## src/rtl/rv_isa_pkg.sv

```systemverilog
// rtl/rv_isa_pkg.sv - RV32I optype indices, opcodes, loader FSM states and instruction packer
package rv_isa_pkg;

  // Bit positions inside the one-hot optype vector, shared with the decoder.
  localparam int OPT_W       = 10;
  localparam int OPT_R       = 0;
  localparam int OPT_I_LOAD  = 1;
  localparam int OPT_I_ARITH = 2;
  localparam int OPT_I_ECALL = 3;
  localparam int OPT_I_JALR  = 4;
  localparam int OPT_S       = 5;
  localparam int OPT_B       = 6;
  localparam int OPT_U_AUIPC = 7;
  localparam int OPT_U_LUI   = 8;
  localparam int OPT_J_JAL   = 9;

  localparam logic [6:0] OP_R       = 7'b0110011;
  localparam logic [6:0] OP_I_LOAD  = 7'b0000011;
  localparam logic [6:0] OP_I_ARITH = 7'b0010011;
  localparam logic [6:0] OP_I_ECALL = 7'b1110011;
  localparam logic [6:0] OP_I_JALR  = 7'b1100111;
  localparam logic [6:0] OP_S       = 7'b0100011;
  localparam logic [6:0] OP_B       = 7'b1100011;
  localparam logic [6:0] OP_U_AUIPC = 7'b0010111;
  localparam logic [6:0] OP_U_LUI   = 7'b0110111;
  localparam logic [6:0] OP_J_JAL   = 7'b1101111;

  typedef enum logic [1:0] {
    ST_IDLE  = 2'd0,
    ST_RUN   = 2'd1,
    ST_DRAIN = 2'd2,
    ST_DONE  = 2'd3
  } state_t;

  // Packs request fields into a 32-bit word; caller guarantees optype is one-hot.
  function automatic logic [31:0] encode_insn(
    input logic [OPT_W-1:0] optype,
    input logic [4:0]       rd,
    input logic [4:0]       rs1,
    input logic [4:0]       rs2,
    input logic [2:0]       funct3,
    input logic [6:0]       funct7,
    input logic [31:0]      imm
  );
    logic [31:0] word;
    word = 32'h0;
    case (1'b1)
      optype[OPT_R]:       word = {funct7, rs2, rs1, funct3, rd, OP_R};
      optype[OPT_I_LOAD]:  word = {imm[11:0], rs1, funct3, rd, OP_I_LOAD};
      optype[OPT_I_ARITH]: begin
        // Shift-immediate forms carry funct7 in the top bits and a 5-bit shamt.
        if ((funct3 == 3'b001) || (funct3 == 3'b101))
          word = {funct7, imm[4:0], rs1, funct3, rd, OP_I_ARITH};
        else
          word = {imm[11:0], rs1, funct3, rd, OP_I_ARITH};
      end
      optype[OPT_I_ECALL]: word = {imm[11:0], rs1, funct3, rd, OP_I_ECALL};
      optype[OPT_I_JALR]:  word = {imm[11:0], rs1, funct3, rd, OP_I_JALR};
      optype[OPT_S]:       word = {imm[11:5], rs2, rs1, funct3, imm[4:0], OP_S};
      optype[OPT_B]:       word = {imm[12], imm[10:5], rs2, rs1, funct3, imm[4:1], imm[11], OP_B};
      optype[OPT_U_AUIPC]: word = {imm[31:12], rd, OP_U_AUIPC};
      optype[OPT_U_LUI]:   word = {imm[31:12], rd, OP_U_LUI};
      optype[OPT_J_JAL]:   word = {imm[20], imm[10:1], imm[11], imm[19:12], rd, OP_J_JAL};
      default:             word = 32'h0;
    endcase
    return word;
  endfunction

endpackage

```

## src/rtl/insn_encoder_loader_if.sv

```systemverilog
// rtl/insn_encoder_loader_if.sv - request handshake and memory write port bundle
interface insn_encoder_loader_if #(
  parameter int ADDR_W = 32
) ();
  import rv_isa_pkg::*;

  logic             req_valid;
  logic             req_ready;
  logic [OPT_W-1:0] req_optype;
  logic [4:0]       req_rd;
  logic [4:0]       req_rs1;
  logic [4:0]       req_rs2;
  logic [2:0]       req_funct3;
  logic [6:0]       req_funct7;
  logic [31:0]      req_imm;
  logic             req_last;

  logic              mem_we;
  logic [ADDR_W-1:0] mem_addr;
  logic [31:0]       mem_wdata;
  logic              mem_ready;

  // Master issues requests and acts as the memory; slave is the loader.
  modport master (
    output req_valid, req_optype, req_rd, req_rs1, req_rs2, req_funct3,
           req_funct7, req_imm, req_last, mem_ready,
    input  req_ready, mem_we, mem_addr, mem_wdata
  );

  modport slave (
    input  req_valid, req_optype, req_rd, req_rs1, req_rs2, req_funct3,
           req_funct7, req_imm, req_last, mem_ready,
    output req_ready, mem_we, mem_addr, mem_wdata
  );

endinterface

```

## src/rtl/insn_fifo.sv

```systemverilog
// rtl/insn_fifo.sv - synchronous FIFO with registered storage and head-of-queue output
module insn_fifo #(
  parameter int DEPTH = 4,
  parameter int WIDTH = 32
) (
  input  logic             clk,
  input  logic             rst_n,
  input  logic             push,
  input  logic [WIDTH-1:0] wdata,
  input  logic             pop,
  output logic             full,
  output logic             empty,
  output logic [WIDTH-1:0] head
);
  localparam int AW = $clog2(DEPTH);

  logic [WIDTH-1:0] mem [DEPTH];
  logic [AW:0]      wr_ptr;
  logic [AW:0]      rd_ptr;
  logic             do_push;
  logic             do_pop;

  // Extra pointer bit distinguishes full from empty when the indices match.
  assign empty   = (wr_ptr == rd_ptr);
  assign full    = (wr_ptr[AW] != rd_ptr[AW]) && (wr_ptr[AW-1:0] == rd_ptr[AW-1:0]);
  assign do_push = push && !full;
  assign do_pop  = pop && !empty;
  assign head    = mem[rd_ptr[AW-1:0]];

  // Pointer update; a push is refused when full even if a pop happens this cycle.
  always_ff @(posedge clk) begin
    if (!rst_n) begin
      wr_ptr <= '0;
      rd_ptr <= '0;
    end else begin
      if (do_push) wr_ptr <= wr_ptr + 1'b1;
      if (do_pop)  rd_ptr <= rd_ptr + 1'b1;
    end
  end

  // Storage write; contents are don't-care until the pointers say otherwise.
  always_ff @(posedge clk) begin
    if (do_push) mem[wr_ptr[AW-1:0]] <= wdata;
  end

endmodule

```

## src/rtl/insn_encoder_loader.sv

```systemverilog
// rtl/insn_encoder_loader.sv - packs RV32I field requests into words and streams them to instruction memory
module insn_encoder_loader
  import rv_isa_pkg::*;
#(
  parameter int                DEPTH     = 4,
  parameter int                ADDR_W    = 32,
  parameter logic [ADDR_W-1:0] BASE_ADDR = ADDR_W'(32'h0100_0000)
) (
  input  logic                        clk,
  input  logic                        rst_n,
  input  logic                        start,
  insn_encoder_loader_if.slave        bus,
  output logic                        busy,
  output logic                        done,
  output logic                        err,
  output logic [15:0]                 count
);

  state_t            state;
  state_t            state_next;
  logic              req_ready_c;
  logic              accept;
  logic              legal;
  logic              push;
  logic              pop;
  logic              fifo_full;
  logic              fifo_empty;
  logic [31:0]       fifo_head;
  logic [31:0]       insn_word;
  logic [ADDR_W-1:0] addr_q;
  logic [15:0]       count_q;
  logic              err_q;

  assign legal     = $onehot(bus.req_optype);
  assign accept    = bus.req_valid && req_ready_c;
  assign push      = accept && legal;
  assign pop       = !fifo_empty && bus.mem_ready;
  assign insn_word = encode_insn(bus.req_optype, bus.req_rd, bus.req_rs1, bus.req_rs2,
                                 bus.req_funct3, bus.req_funct7, bus.req_imm);

  insn_fifo #(
    .DEPTH (DEPTH),
    .WIDTH (32)
  ) u_fifo (
    .clk   (clk),
    .rst_n (rst_n),
    .push  (push),
    .wdata (insn_word),
    .pop   (pop),
    .full  (fifo_full),
    .empty (fifo_empty),
    .head  (fifo_head)
  );

  // Session state register.
  always_ff @(posedge clk) begin
    if (!rst_n) state <= ST_IDLE;
    else        state <= state_next;
  end

  // Next-state and request-side handshake; requests are only taken in RUN.
  always_comb begin
    state_next  = state;
    req_ready_c = 1'b0;
    case (state)
      ST_IDLE:  if (start) state_next = ST_RUN;
      ST_RUN: begin
        req_ready_c = !fifo_full;
        if (bus.req_valid && !fifo_full && bus.req_last) state_next = ST_DRAIN;
      end
      // A write retires in the same cycle it pops, so empty means nothing is outstanding.
      ST_DRAIN: if (fifo_empty) state_next = ST_DONE;
      ST_DONE:  state_next = ST_IDLE;
      default:  state_next = ST_IDLE;
    endcase
  end

  // Write address, word counter and sticky illegal-optype flag.
  always_ff @(posedge clk) begin
    if (!rst_n) begin
      addr_q  <= BASE_ADDR;
      count_q <= 16'd0;
      err_q   <= 1'b0;
    end else if ((state == ST_IDLE) && start) begin
      addr_q  <= BASE_ADDR;
      count_q <= 16'd0;
      err_q   <= 1'b0;
    end else begin
      if (pop) begin
        addr_q  <= addr_q + ADDR_W'(4);
        count_q <= count_q + 16'd1;
      end
      if (accept && !legal) err_q <= 1'b1;
    end
  end

  assign bus.req_ready = req_ready_c;
  assign bus.mem_we    = !fifo_empty;
  assign bus.mem_addr  = addr_q;
  assign bus.mem_wdata = fifo_empty ? 32'h0 : fifo_head;
  assign busy          = (state != ST_IDLE);
  assign done          = (state == ST_DONE);
  assign err           = err_q;
  assign count         = count_q;

endmodule

```

## src/flat_wrapper.sv

```systemverilog
// flat-port wrapper written by rule: the top's interface ports become plain ports
module insn_encoder_loader_flat import rv_isa_pkg::*;
#(
  parameter int                DEPTH     = 4,
  parameter int                ADDR_W    = 32,
  parameter logic [ADDR_W-1:0] BASE_ADDR = ADDR_W'(32'h0100_0000)
)
  (clk, rst_n, start, busy, done, err, count, bus_req_valid, bus_req_optype, bus_req_rd, bus_req_rs1, bus_req_rs2, bus_req_funct3, bus_req_funct7, bus_req_imm, bus_req_last, bus_mem_ready, bus_req_ready, bus_mem_we, bus_mem_addr, bus_mem_wdata);
  insn_encoder_loader_if #(.ADDR_W(ADDR_W)) bus_i ();
  input  logic clk;
  input  logic rst_n;
  input  logic start;
  output logic busy;
  output logic done;
  output logic err;
  output logic [15:0] count;
  input wire logic [$bits(bus_i.req_valid)-1:0] bus_req_valid;
  input wire logic [$bits(bus_i.req_optype)-1:0] bus_req_optype;
  input wire logic [$bits(bus_i.req_rd)-1:0] bus_req_rd;
  input wire logic [$bits(bus_i.req_rs1)-1:0] bus_req_rs1;
  input wire logic [$bits(bus_i.req_rs2)-1:0] bus_req_rs2;
  input wire logic [$bits(bus_i.req_funct3)-1:0] bus_req_funct3;
  input wire logic [$bits(bus_i.req_funct7)-1:0] bus_req_funct7;
  input wire logic [$bits(bus_i.req_imm)-1:0] bus_req_imm;
  input wire logic [$bits(bus_i.req_last)-1:0] bus_req_last;
  input wire logic [$bits(bus_i.mem_ready)-1:0] bus_mem_ready;
  output wire logic [$bits(bus_i.req_ready)-1:0] bus_req_ready;
  output wire logic [$bits(bus_i.mem_we)-1:0] bus_mem_we;
  output wire logic [$bits(bus_i.mem_addr)-1:0] bus_mem_addr;
  output wire logic [$bits(bus_i.mem_wdata)-1:0] bus_mem_wdata;
  assign bus_i.req_valid = bus_req_valid;
  assign bus_i.req_optype = bus_req_optype;
  assign bus_i.req_rd = bus_req_rd;
  assign bus_i.req_rs1 = bus_req_rs1;
  assign bus_i.req_rs2 = bus_req_rs2;
  assign bus_i.req_funct3 = bus_req_funct3;
  assign bus_i.req_funct7 = bus_req_funct7;
  assign bus_i.req_imm = bus_req_imm;
  assign bus_i.req_last = bus_req_last;
  assign bus_i.mem_ready = bus_mem_ready;
  assign bus_req_ready = bus_i.req_ready;
  assign bus_mem_we = bus_i.mem_we;
  assign bus_mem_addr = bus_i.mem_addr;
  assign bus_mem_wdata = bus_i.mem_wdata;
  insn_encoder_loader #(.DEPTH(DEPTH), .ADDR_W(ADDR_W), .BASE_ADDR(BASE_ADDR)) u_core (.clk(clk), .rst_n(rst_n), .start(start), .bus(bus_i), .busy(busy), .done(done), .err(err), .count(count));
endmodule
```

## config.mk

```make
export PLATFORM = sky130hd
export DESIGN_NAME = insn_encoder_loader_flat
export DESIGN_NICKNAME = d
export VERILOG_FILES = /design/src/rtl/rv_isa_pkg.sv /design/src/rtl/insn_encoder_loader_if.sv /design/src/rtl/insn_fifo.sv /design/src/rtl/insn_encoder_loader.sv /design/src/flat_wrapper.sv
export SDC_FILE = /design/constraint.sdc
export NUM_CORES = 1
export LEC_CHECK = 0
export ABC_AREA = 1
export BUFFER_PORTS_ARGS = -buffer_cell sky130_fd_sc_hd__buf_2
export CORE_UTILIZATION = 35
export DETAILED_ROUTE_END_ITERATION = 16
export GPL_TIMING_DRIVEN = 0
export HOLD_SLACK_MARGIN = 0.02
export PLACE_DENSITY_LB_ADDON = 0.05
export SKIP_CTS_REPAIR_TIMING = 1
export SYNTH_ARGS = -nofsm -noshare
export SYNTH_HDL_FRONTEND = slang
export SYNTH_HIERARCHICAL = 1
export SYNTH_SLANG_ARGS = --single-unit
```

## constraint.sdc

```tcl
create_clock -name clk -period 15.1 [get_ports clk]
set_clock_uncertainty 0.05 [all_clocks]
set_input_delay 0.755 -clock clk [delete_from_list [all_inputs] [get_ports clk]]
set_output_delay 0.755 -clock clk [all_outputs]
set_load 0.01 [all_outputs]
```

==> results.ini <==
[outcome]
status = finished clean

[logic_synthesis]
synth_area_mm2 = 0.00924
synth_cell_types = 45
yosysSeqAreaShare_pct = 54.0
ys_seq_elements = 185
synth_edf_count = 128
synth_commonest_cells = nand2_1 (206), nor2_1 (202), inv_1 (129), edfxtp_1 (128), o21ai_0 (84)
synth_area_per_cell_um2 = 8.61
yosysMostFrequentCell = nand2_1
synth_ff_type = edfxtp_1
synth_warnings = 6
async_reset_ff_share_pct = 0
synth_top_area_cell = edfxtp_1
synth_cells = 1073
synth_top_area_share_pct = 41.6
synth_area_leaders = edfxtp_1 (42%), dfxtp_1 (12%), nand2_1 (8.4%), nor2_1 (8.2%), inv_1 (5.2%)

[layout]
final_cell_count_no_fill = 1604
nets = 1344
drive_gt1_share_pct = 19.1
nFillCells = 2691
final_area_mm2 = 0.0111
syn_to_final_growth_pct = 20.7
final_util_pct = 42.9

[detailed_routing]
first_iter_violations = 464
dr.pass1.iters = 5
vias = 7687
drc_errors = 0
vias_per_cell = 4.79
avgRoutedWirePerCell_um = 16.3
wirelength_um = 26200
ant_nets = 0

[setup_path]
rr_endpoint = u_core/u_fifo/mem[2][31]
cp-endpoint = u_core/u_fifo/mem[2][31]
crit_fanout = 18
cp.required_ns = 15.18
crit_type = primary input to register
critPathMaxStageDelay_ns = 0.53
cp_top_family = adder cells
slowest_stage = nor2_4
crit_chain = buf_2 -> fa_1 -> fa_1 -> inv_1 -> fa_1 -> inv_1 -> ha_1 -> inv_1 -> fa_1 -> nand2_1 -> a21oi_1 -> o21ai_0 -> nor3_1 -> nand2_1 -> nor2_4 -> buf_16
r2r-start = u_core/u_fifo/wr_ptr[0]
crit_buf_inv = 5
end_kind = register
worst-r2r-cell-count = 11
setup.worst_path.start = bus_req_optype[1]
ff2ff_setup_slack_ns = 12.12
cp.arrival_ns = 5.12
cp_common_cell = fa_1
start_kind = primary input
crit_cells = 16

[timing]
worst_slack_ns = 10.06
fmax_mhz = 199
holdWs_ns = 0.444
maxSlewViolCount = 0
tns_ns = 0
worstMarginPinSlew_ns = 0.894
min_period_over_period_pct = 33.4
min_period_ns = 5.04
slew_headroom_pct = 40.3
setup_viol = 0
finalHoldViolations = 0
rsz0062_at_grt = false

[power_and_ir_drop]
pwr-share-comb_pct = 12.4
clkPwrFrac_pct = 39.3
p_sw_share_pct = 28.2
powerDensity_mw_per_mm2 = 103
peakVddDrop_v = 0.0000543
internal-power_uw = 825
p_leak_nw = 4.67
seqPwrFrac_pct = 48.3
netSwitchingPower_uw = 325
finalPower_mw = 1.15

[place]
routabilityCongestion = 0.835
hpwlAfterDp_um = 19000
placed_cell_area_mm2 = 0.0105
port_buffers = 155
post-place-ws_ns = 9.57
place_inst = 1567

[cts]
cts_root_buf = clkbuf_16
htree_levels = 4
clkSlewWorstSetupHoldPaths_ns = 0.08
cts_buffer_depth = 2
clock-sinks = 185
clk_latency_ns = 0.43
cts_made_buffers = 17
cts_tree = done

[floorplan]
fp.coreArea_mm2 = 0.0260
ios = 158
die-area_mm2 = 0.0270
die_y_um = 164
initial_core_util_pct = 35.5
row_count = 59
chipWidth_um = 164

[global_route]
grt_pass1_wl_um = 39800
grt_max_degree = 33
grt_usage_pct = 19.6
grt_pass1_vias = 7168
antenna_found_initial = 6
grt_overflow_total = 0

[hold_path]
worst_hold_startpoint = u_core/err
hold_path.class = register to register

[flow_run]
maxCapViolCount = 0

-- power groups by stage --
stage | Clock (mW) | Sequential [mW] | Combinational [mW]
finish | 0.452 | 0.555 | 0.143
global route | 0.482 | 0.556 | 0.163
CTS | 0.463 | 0.555 | 0.146
detailed placement | 0 | 0.567 | 0.146
global placement | 0 | 0.567 | 0.143
floorplan | 0 | 0.567 | 0.0861
-- sequential cells by signal, summed over array words and instances, names as in the netlist, named ones only --
register	flops
u_core/bus.mem_addr	30
u_core/count	16
u_core/err	1
u_core/state	2
u_core/u_fifo/mem	128
u_core/u_fifo/rd_ptr	3
u_core/u_fifo/wr_ptr	3
-- routing by layer --
| metal | part of all wire (%) | vias up | track usage (%) | wire length (um) |
|---|---|---|---|---|
| li1 | - | 3920 | - | - |
| met1 | 45 | 3533 | 25.5 | 11900 |
| met2 | 47 | 202 | 32.6 | 12300 |
| met3 | 6.1 | 26 | 4.67 | 1590 |
| met4 | 1.4 | 6 | 5.55 | 377 |
| met5 | 0.16 | - | 0 | 41 |
-- final cells by class --
type	count	area, um2	area share [%]
plain buffers	34	181	1.63
inverters	136	517	4.63
multi-input cells	719	3580	32.1
flip-flops and latches	185	4980	44.7
clock buffers	17	425	3.82
diodes	5	12.5	0.112
clock inverters	15	185	1.66
well taps	335	419	3.76
repair buffers	158	843	7.56
-- cells by family (layout without fill, tap and decap cells) --
group	after synthesis	count (layout)	synth area share, %
simple gates	502	502	23.2
compound gates	189	189	11.4
flops	185	185	54.0
buf+inv	170	360	7.56
fa+ha+maj	20	20	3.20
xor+xnor	6	6	0.569
other cells	1	7	0.0406
-- layout by cell type (no fill, tap or decap), types with 3 or more instances in the layout --
| master | n |
|---|---|
| ha_1 | 14 |
| nand2_2 | 3 |
| nand4_1 | 6 |
| a32o_1 | 7 |
| nand2_1 | 206 |
| dfxtp_1 | 57 |
| edfxtp_1 | 128 |
| o21a_1 | 3 |
| xor2_1 | 6 |
| nor2_4 | 4 |
| nor2_2 | 5 |
| nand3_4 | 3 |
| buf_4 | 7 |
| fa_1 | 6 |
| nor3_1 | 6 |
| inv_1 | 128 |
| nor2_1 | 199 |
| inv_6 | 5 |
| a211oi_1 | 4 |
| o22ai_1 | 32 |
| buf_2 | 164 |
| o21ai_0 | 84 |
| clkbuf_1 | 15 |
| inv_2 | 4 |
| a31oi_1 | 5 |
| o21ai_1 | 8 |
| nand3_1 | 57 |
| diode_2 | 5 |
| clkinv_8 | 6 |
| a21oi_1 | 42 |
| clkbuf_16 | 17 |
-- worst min-delay path: cells and delay by family, from the launching register on --
kind            cells  cell delay, ns
flops               1            0.34
compound gates      1            0.05
simple gates        1            0.07
-- how the worst min path moves through the flow --
stage	to	cells past startpoint
after detailed placement	u_core/err	2
after global placement	u_core/err	2
final	u_core/err	2
after CTS	u_core/err	2
after global routing	u_core/err	2
after floorplan	u_core/err	2
No activity file was read; power rests on OpenSTA's default activity.
